[src/rtl/wishbone_master_if.sv]
// -----------------------------------------------------------------------------
// wishbone_master_if
//
// Purpose : Wishbone classic-cycle bus bundle for one master port.
//
// Signals (named from the bus point of view, master drives the first group):
//   master -> slave : dat_w[31:0] write data, adr[31:0] byte address,
//                     sel[3:0] byte lanes, we write enable, cyc cycle active,
//                     stb strobe, lock bus lock, tga/tgd_w/tgc address,
//                     write-data and cycle tags (TAGSIZE bits each)
//   slave -> master : dat_r[31:0] read data, tgd_r read-data tag,
//                     ack / err / rty terminations, gnt grant from the
//                     interconnect arbiter
// -----------------------------------------------------------------------------
interface wishbone_master_if #(
   parameter int TAGSIZE = 1
);
   logic [31:0]        dat_w;
   logic [31:0]        adr;
   logic [3:0]         sel;
   logic               we;
   logic               cyc;
   logic               stb;
   logic               lock;
   logic [TAGSIZE-1:0] tga;
   logic [TAGSIZE-1:0] tgd_w;
   logic [TAGSIZE-1:0] tgc;
   logic [31:0]        dat_r;
   logic [TAGSIZE-1:0] tgd_r;
   logic               ack;
   logic               err;
   logic               rty;
   logic               gnt;

   modport master (
      output dat_w, adr, sel, we, cyc, stb, lock, tga, tgd_w, tgc,
      input  dat_r, tgd_r, ack, err, rty, gnt
   );

   modport slave (
      input  dat_w, adr, sel, we, cyc, stb, lock, tga, tgd_w, tgc,
      output dat_r, tgd_r, ack, err, rty, gnt
   );
endinterface

[src/rtl/wishbone_master.sv]
// -----------------------------------------------------------------------------
// wishbone_master
//
// Purpose : Wishbone classic-cycle initiator. Turns a single-beat core
//           request/response pair into master signalling on one port of the
//           shared interconnect. Handles arbitration wait, retry back-off,
//           a response timeout and bus locking across back-to-back accesses.
//
// Parameters:
//   TAGSIZE   width of the tga/tgd/tgc tags
//   MAX_RETRY rty terminations tolerated per request (1..15)
//   TIMEOUT   XFER cycles without ack/err/rty before abort (1..255)
//
// Ports:
//   clk_i, rst_i      clock, asynchronous active-high reset
//   req_i / ready_o   core request handshake
//   we_i, adr_i, dat_i, sel_i, tag_i, lock_i   request payload
//   valid_o           one-cycle response strobe
//   rdata_o, resp_o   read data and status (0 OK, 1 ERR,
//                     2 RETRY_EXHAUSTED, 3 TIMEOUT), valid with valid_o
//   dbg_state         current FSM state, for observation only
//   wb                Wishbone master modport
// -----------------------------------------------------------------------------
module wishbone_master #(
   parameter int TAGSIZE   = 1,
   parameter int MAX_RETRY = 4,
   parameter int TIMEOUT   = 255
) (
   input  logic               clk_i,
   input  logic               rst_i,

   // Core request side
   input  logic               req_i,
   output logic               ready_o,
   input  logic               we_i,
   input  logic [31:0]        adr_i,
   input  logic [31:0]        dat_i,
   input  logic [3:0]         sel_i,
   input  logic [TAGSIZE-1:0] tag_i,
   input  logic               lock_i,

   // Core response side
   output logic               valid_o,
   output logic [31:0]        rdata_o,
   output logic [1:0]         resp_o,

   output logic [2:0]         dbg_state,

   wishbone_master_if.master  wb
);

   // Core handshake: a request transfers on a rising clk_i edge where both
   // req_i and ready_o are high. ready_o is high only in IDLE, so exactly one
   // request is outstanding at a time; its single response is the cycle in
   // which valid_o is high, and that strobe cannot be back-pressured.

   localparam logic [2:0] S_IDLE    = 3'd0;
   localparam logic [2:0] S_ARB     = 3'd1;
   localparam logic [2:0] S_XFER    = 3'd2;
   localparam logic [2:0] S_BACKOFF = 3'd3;
   localparam logic [2:0] S_RESP    = 3'd4;

   localparam logic [1:0] RESP_OK   = 2'd0;
   localparam logic [1:0] RESP_ERR  = 2'd1;
   localparam logic [1:0] RESP_RTY  = 2'd2;
   localparam logic [1:0] RESP_TMO  = 2'd3;

   localparam logic [3:0] RETRY_LIMIT  = 4'(MAX_RETRY);
   // The counter holds the number of XFER cycles already completed, so the
   // abort fires during the TIMEOUT-th strobe cycle.
   localparam logic [7:0] TIMEOUT_LAST = 8'(TIMEOUT - 1);

   logic [2:0]         state;
   logic [2:0]         state_nxt;

   // Request captured at acceptance
   logic [31:0]        adr_q;
   logic [31:0]        dat_q;
   logic [3:0]         sel_q;
   logic               we_q;
   logic [TAGSIZE-1:0] tag_q;
   logic               lock_q;

   // Bus ownership kept across IDLE after a locked access
   logic               lock_flag;

   logic [3:0]         retry_cnt;
   logic [7:0]         tmo_cnt;

   logic [31:0]        rdata_q;
   logic [1:0]         resp_q;

   logic               accept;
   logic               in_cycle;
   logic               retry_last;
   logic               tmo_last;

   // The read-data tag carries no meaning for this initiator.
   logic               unused_tgd;
   assign unused_tgd = ^wb.tgd_r;

   assign ready_o    = (state == S_IDLE) & ~rst_i;
   assign accept     = req_i & ready_o;
   assign retry_last = ((retry_cnt + 4'd1) == RETRY_LIMIT);
   assign tmo_last   = (tmo_cnt == TIMEOUT_LAST);
   assign in_cycle   = (state == S_ARB) | (state == S_XFER) |
                       (state == S_BACKOFF);

   // --------------------------------------------------------------------------
   // Next-state logic
   // --------------------------------------------------------------------------
   always_comb begin
      state_nxt = state;
      case (state)
         S_IDLE: begin
            if (accept) begin
               // A held bus with grant still present needs no re-arbitration.
               state_nxt = (lock_flag & wb.gnt) ? S_XFER : S_ARB;
            end
         end
         S_ARB: begin
            if (wb.gnt) begin
               state_nxt = S_XFER;
            end
         end
         S_XFER: begin
            // Terminations win over a grant loss seen in the same cycle:
            // the slave has already completed or refused the access.
            if (wb.ack | wb.err) begin
               state_nxt = S_RESP;
            end else if (wb.rty) begin
               state_nxt = retry_last ? S_RESP : S_BACKOFF;
            end else if (!wb.gnt) begin
               state_nxt = S_ARB;
            end else if (tmo_last) begin
               state_nxt = S_RESP;
            end
         end
         S_BACKOFF: begin
            state_nxt = S_XFER;
         end
         S_RESP: begin
            state_nxt = S_IDLE;
         end
         default: begin
            state_nxt = S_IDLE;
         end
      endcase
   end

   // --------------------------------------------------------------------------
   // State, captured request, counters and response registers
   // --------------------------------------------------------------------------
   always_ff @(posedge clk_i or posedge rst_i) begin
      if (rst_i) begin
         state     <= S_IDLE;
         adr_q     <= '0;
         dat_q     <= '0;
         sel_q     <= '0;
         we_q      <= 1'b0;
         tag_q     <= '0;
         lock_q    <= 1'b0;
         lock_flag <= 1'b0;
         retry_cnt <= '0;
         tmo_cnt   <= '0;
         rdata_q   <= '0;
         resp_q    <= RESP_OK;
      end else begin
         state <= state_nxt;

         if (accept) begin
            adr_q  <= adr_i;
            dat_q  <= dat_i;
            sel_q  <= sel_i;
            we_q   <= we_i;
            tag_q  <= tag_i;
            lock_q <= lock_i;
         end

         case (state)
            S_XFER: begin
               if (wb.ack) begin
                  rdata_q <= we_q ? 32'h0 : wb.dat_r;
                  resp_q  <= RESP_OK;
               end else if (wb.err) begin
                  resp_q <= RESP_ERR;
               end else if (wb.rty) begin
                  retry_cnt <= retry_cnt + 4'd1;
                  tmo_cnt   <= '0;
                  if (retry_last) begin
                     resp_q <= RESP_RTY;
                  end
               end else if (!wb.gnt) begin
                  // Grant lost: the access restarts from arbitration with a
                  // fresh timeout budget but the same retry history.
                  tmo_cnt <= '0;
               end else if (tmo_last) begin
                  resp_q <= RESP_TMO;
               end else begin
                  tmo_cnt <= tmo_cnt + 8'd1;
               end
            end
            S_RESP: begin
               // The lock of the access just finished decides whether the
               // bus is kept for the next one.
               lock_flag <= lock_q;
               retry_cnt <= '0;
               tmo_cnt   <= '0;
            end
            default: begin
            end
         endcase
      end
   end

   // --------------------------------------------------------------------------
   // Outputs, decoded from registered state so reset removes them at once
   // --------------------------------------------------------------------------
   always_comb begin
      wb.cyc   = in_cycle |
                 ((state == S_RESP) & lock_q) |
                 ((state == S_IDLE) & lock_flag);
      wb.stb   = (state == S_XFER);
      // An unlocking access that runs on a held bus keeps lock asserted
      // until its own RESP releases it.
      wb.lock  = (in_cycle & (lock_q | lock_flag)) |
                 ((state == S_RESP) & lock_q) |
                 ((state == S_IDLE) & lock_flag);
      wb.we    = in_cycle & we_q;
      wb.sel   = in_cycle ? sel_q : 4'h0;
      wb.dat_w = in_cycle ? dat_q : 32'h0;
      wb.adr   = adr_q;
      wb.tga   = tag_q;
      wb.tgd_w = tag_q;
      wb.tgc   = tag_q;
   end

   assign valid_o   = (state == S_RESP);
   assign rdata_o   = rdata_q;
   assign resp_o    = resp_q;
   assign dbg_state = state;

endmodule

[src/flat_wrapper.sv]
// flat-port wrapper written by rule: the top's interface ports become plain ports
module wishbone_master_flat 
#(
   parameter int TAGSIZE   = 1,
   parameter int MAX_RETRY = 4,
   parameter int TIMEOUT   = 255
)
  (clk_i, rst_i, req_i, ready_o, we_i, adr_i, dat_i, sel_i, tag_i, lock_i, valid_o, rdata_o, resp_o, dbg_state, wb_dat_w, wb_adr, wb_sel, wb_we, wb_cyc, wb_stb, wb_lock, wb_tga, wb_tgd_w, wb_tgc, wb_dat_r, wb_tgd_r, wb_ack, wb_err, wb_rty, wb_gnt);
  wishbone_master_if #(.TAGSIZE(TAGSIZE)) wb_i ();
  input  logic clk_i;
  input  logic rst_i;
  input  logic req_i;
  output logic ready_o;
  input  logic we_i;
  input  logic [31:0] adr_i;
  input  logic [31:0] dat_i;
  input  logic [3:0] sel_i;
  input  logic [TAGSIZE-1:0] tag_i;
  input  logic lock_i;
  output logic valid_o;
  output logic [31:0] rdata_o;
  output logic [1:0] resp_o;
  output logic [2:0] dbg_state;
  output wire logic [$bits(wb_i.dat_w)-1:0] wb_dat_w;
  output wire logic [$bits(wb_i.adr)-1:0] wb_adr;
  output wire logic [$bits(wb_i.sel)-1:0] wb_sel;
  output wire logic [$bits(wb_i.we)-1:0] wb_we;
  output wire logic [$bits(wb_i.cyc)-1:0] wb_cyc;
  output wire logic [$bits(wb_i.stb)-1:0] wb_stb;
  output wire logic [$bits(wb_i.lock)-1:0] wb_lock;
  output wire logic [$bits(wb_i.tga)-1:0] wb_tga;
  output wire logic [$bits(wb_i.tgd_w)-1:0] wb_tgd_w;
  output wire logic [$bits(wb_i.tgc)-1:0] wb_tgc;
  input wire logic [$bits(wb_i.dat_r)-1:0] wb_dat_r;
  input wire logic [$bits(wb_i.tgd_r)-1:0] wb_tgd_r;
  input wire logic [$bits(wb_i.ack)-1:0] wb_ack;
  input wire logic [$bits(wb_i.err)-1:0] wb_err;
  input wire logic [$bits(wb_i.rty)-1:0] wb_rty;
  input wire logic [$bits(wb_i.gnt)-1:0] wb_gnt;
  assign wb_dat_w = wb_i.dat_w;
  assign wb_adr = wb_i.adr;
  assign wb_sel = wb_i.sel;
  assign wb_we = wb_i.we;
  assign wb_cyc = wb_i.cyc;
  assign wb_stb = wb_i.stb;
  assign wb_lock = wb_i.lock;
  assign wb_tga = wb_i.tga;
  assign wb_tgd_w = wb_i.tgd_w;
  assign wb_tgc = wb_i.tgc;
  assign wb_i.dat_r = wb_dat_r;
  assign wb_i.tgd_r = wb_tgd_r;
  assign wb_i.ack = wb_ack;
  assign wb_i.err = wb_err;
  assign wb_i.rty = wb_rty;
  assign wb_i.gnt = wb_gnt;
  wishbone_master #(.TAGSIZE(TAGSIZE), .MAX_RETRY(MAX_RETRY), .TIMEOUT(TIMEOUT)) u_core (.clk_i(clk_i), .rst_i(rst_i), .req_i(req_i), .ready_o(ready_o), .we_i(we_i), .adr_i(adr_i), .dat_i(dat_i), .sel_i(sel_i), .tag_i(tag_i), .lock_i(lock_i), .valid_o(valid_o), .rdata_o(rdata_o), .resp_o(resp_o), .dbg_state(dbg_state), .wb(wb_i));
endmodule
[config.mk]
export PLATFORM = sky130hd
export DESIGN_NAME = wishbone_master_flat
export DESIGN_NICKNAME = d
export VERILOG_FILES = /design/src/rtl/wishbone_master_if.sv /design/src/rtl/wishbone_master.sv /design/src/flat_wrapper.sv
export SDC_FILE = /design/constraint.sdc
export NUM_CORES = 1
export LEC_CHECK = 0
export ABC_AREA = 1
export CAP_MARGIN = 20
export CELL_PAD_IN_SITES_DETAIL_PLACEMENT = 0
export CELL_PAD_IN_SITES_GLOBAL_PLACEMENT = 1
export CORE_MARGIN = 2
export CORE_UTILIZATION = 31
export DETAILED_ROUTE_END_ITERATION = 8
export GPL_TIMING_DRIVEN = 0
export PLACE_DENSITY = 0.83
export SKIP_LAST_GASP = 1
export SYNTH_ARGS = -nofsm -noshare
export SYNTH_HDL_FRONTEND = slang
export SYNTH_SLANG_ARGS = --single-unit
[constraint.sdc]
create_clock -name clk_i -period 4.4 [get_ports clk_i]
set_input_delay 0.88 -clock clk_i [delete_from_list [all_inputs] [get_ports clk_i]]
set_output_delay 0.88 -clock clk_i [all_outputs]
set_load 0.005 [all_outputs]
==> results.py <==
metrics = {
    "cts": {
        "cts_tree": "done",
        "numCtsBuffers": 17,
        "clk_pin_slew_ps": 60,
        "cts_htree_levels": 4,
        "cts_sinks": 121,
        "ctsHoldBuffers": 0,
        "clock_latency_ps": 420,
        "cts-resized-gates": 0,
        "root_buffer": "clkbuf_16",
        "postCtsSetupBuffers": 0,
        "cts_buffer_depth": 2,
    },
    "place": {
        "dp_hpwl_um": 11500,
        "io_buffers": 223,
        "gp_congestion": 0.7621,
    },
    "pwr": {
        "switching_share": 0.3207,
        "power_frac_comb": 0.404,
        "pwr-share-clk": 0.270,
        "total_power_mw": 5.557,
        "internal_power_mw": 3.775,
        "power.leakage_nw": 3.898,
        "seq_power_share": 0.326,
        "p_switching_mw": 1.782,
        "irDropWorstVdd_mv": 0.2849,
        "power_density_nw_per_um2": 642.0,
    },
    "floorplan": {
        "start_util": 0.3164,
        "core-area_um2": 17300,
        "rows": 48,
        "chipWidth_um": 136.9,
        "die_area_um2": 18730,
        "die_h_um": 136.9,
        "top_level_ports": 225,
    },
    "drt": {
        "viasPerCell": 4.480,
        "drtIter0Drc": 216,
        "drtAntennaViolNets": 0,
        "wl_per_cell_um": 14.39,
        "via_count": 5031,
        "first_pass_iters": 4,
        "route.detailed.drc": 0,
        "wl_um": 16160,
    },
    "synthesis": {
        "synth_ff_type": "dfrtp_1",
        "syn_nets": 756,
        "netlist_area_um2": 5473,
        "syn_inst": 642,
        "netlist-cell-type-count": 29,
        "yosys_register_bits": 121,
        "syn_avg_cell_area_um2": 8.525,
        "yosysWarnings": 0,
        "yosysSeqAreaShare": 0.5533,
        "ys_async_sr_fraction": 1.000,
        "synth_edf_count": 0,
    },
    "global_route": {
        "grt_pass1_vias": 4901,
        "antenna_found_initial": 0,
        "grt_usage": 0.1748,
        "grt_pass1_wl_um": 25270,
        "grt_max_degree": 76,
        "grt_remaining_overflow": 0,
    },
    "timing": {
        "finalSetupViolCount": 0,
        "finalCritPeriodShare": 0.7749,
        "finClkSkew_ps": 11.31,
        "period_minus_slack_ps": 3410,
        "report.final.hold_viol_count": 0,
        "relSlewSlack": 0.5988,
        "tightest_slew_ps": 601.8,
        "rsz0062_at_grt": "false",
        "whs_ps": 495.2,
        "report.final.slew_viol_count": 0,
        "fmaxAchievable_mhz": 293.3,
    },
    "layout": {
        "areaGrowthSynthToFinish_pct": 58.16,
        "drive_above_1_share": 0.07795,
        "mostFrequentLayoutCells": "223 x clkdlybuf4s50_1, 143 x nand2_1, 121 x dfrtp_1",
        "diodes": 0,
        "finalNetCount": 999,
        "layout_commonest_cell": "clkdlybuf4s50_1",
    },
    "setup_path": {
        "worstSetupEndpointType": "primary output",
        "cp_data_arrival_time_ps": 2530,
        "start_kind": "register",
        "critPathRequiredTime_ps": 3520,
        "critPathKind": "register to primary output",
        "cp_max_fo": 10,
        "reg2reg_slack_ps": 2420,
    },
    "min_path": {
        "min_path_type": "register to register",
    },
    "run": {
        "maxCapViolCount": 0,
    },
    "status": {
        "status": "finished, final reports clean",
    },
}
cell type report:
class	instances	area, um2
buffer	34	276.5
clock buffer	18	439.2
clock inverter	14	197.7
fill	1667	8641
inverter	97	369.1
multi-input combinational	390	1804
sequential	121	3028
tap	225	281.5
timing repair buffer	224	2260
cell families after synthesis:
logic type	Yosys count	share of synthesized area
AND/OR/NAND/NOR	254	0.1911
AO/OA/AOI/OAI	132	0.1301
buffers and inverters	131	0.1171
flip-flops	121	0.5533
adder cells (fa/ha/maj)	3	0.006859
XOR/XNOR	1	0.001601
sequential cells by signal, indices dropped and copies added, names as in the netlist, 2 cells and up:
signal            cells
u_core.dat_q         32
u_core.dbg_state      3
u_core.rdata_o       32
u_core.resp_o         2
u_core.retry_cnt      4
u_core.sel_q          4
u_core.tmo_cnt        8
u_core.wb.adr        32
stage by stage:
step                  util  instance area, um2  std cells  TNS, ps  worst slack [ps]
floorplan                -                5473        642        0             286.9
global placement    0.4617                7986       1090  -226800             -1856
detailed placement  0.4636                8019       1091        0              1380
CTS                 0.5004                8656       1123        0             918.9
global route        0.5004                8656       1123        0             735.5
finish              0.5004                8656       1123        0             990.3
worst max-delay path, cell delays in order (launching register included):
cell	delay, ps
dfrtp_1	480
inv_1	100
o21ai_0	110
clkbuf_1	500
buf_2	360
nor2_1	70
clkdlybuf4s50_1	500
worst paths after layout:
check                      cells after the start                       endpoint                       startpoint
max                                            6                   wb_dat_w[22]  u_core.dbg_state[2]$_DFFE_PP0P_
min                                            2   u_core.resp_o[0]$_DFFE_PP0P_     u_core.resp_o[0]$_DFFE_PP0P_
max reg2reg                                    5  u_core.wb.adr[29]$_DFFE_PP0P_  u_core.dbg_state[0]$_DFFE_PP0P_
min reg2reg                                    2   u_core.resp_o[0]$_DFFE_PP0P_     u_core.resp_o[0]$_DFFE_PP0P_
max in group asynchronous                      3   u_core.dat_q[27]$_DFFE_PP0P_                            rst_i
min in group asynchronous                      2   u_core.resp_o[1]$_DFFE_PP0P_                            rst_i
power by group through the flow:
stage	Combinational [mW]	Sequential, mW	Clock, mW
after global placement	2.25	1.82	0
after CTS	2.29	1.81	1.53
after global routing	2.51	1.87	1.58
after floorplan	0.943	1.82	0
after detailed placement	2.27	1.82	0
final	2.24	1.81	1.50
synthesized netlist by cell type (3+ instances only):
cell type	number	area, um2
clkbuf_1	16	60.06
inv_1	93	349.1
o21ai_1	7	35.03
buf_12	7	140.1
nand4_1	4	25.02
o21ai_0	105	525.5
ha_1	3	37.54
o21ai_2	10	87.58
dfrtp_1	121	3028
buf_2	7	35.03
inv_2	3	11.26
nand3_1	44	220.2
nor2_1	57	214.0
a21oi_1	4	20.02
nand2_1	143	536.8
routing by layer:
layer / vias up / track usage / wire [um]
met5: - / 0 / 0
met3: 25 / 0.05556 / 1130
met2: 162 / 0.2689 / 7507
li1: 2505 / - / -
met1: 2339 / 0.2273 / 7178
met4: 0 / 0.07331 / 348
Power figures use the tool's default switching activity.
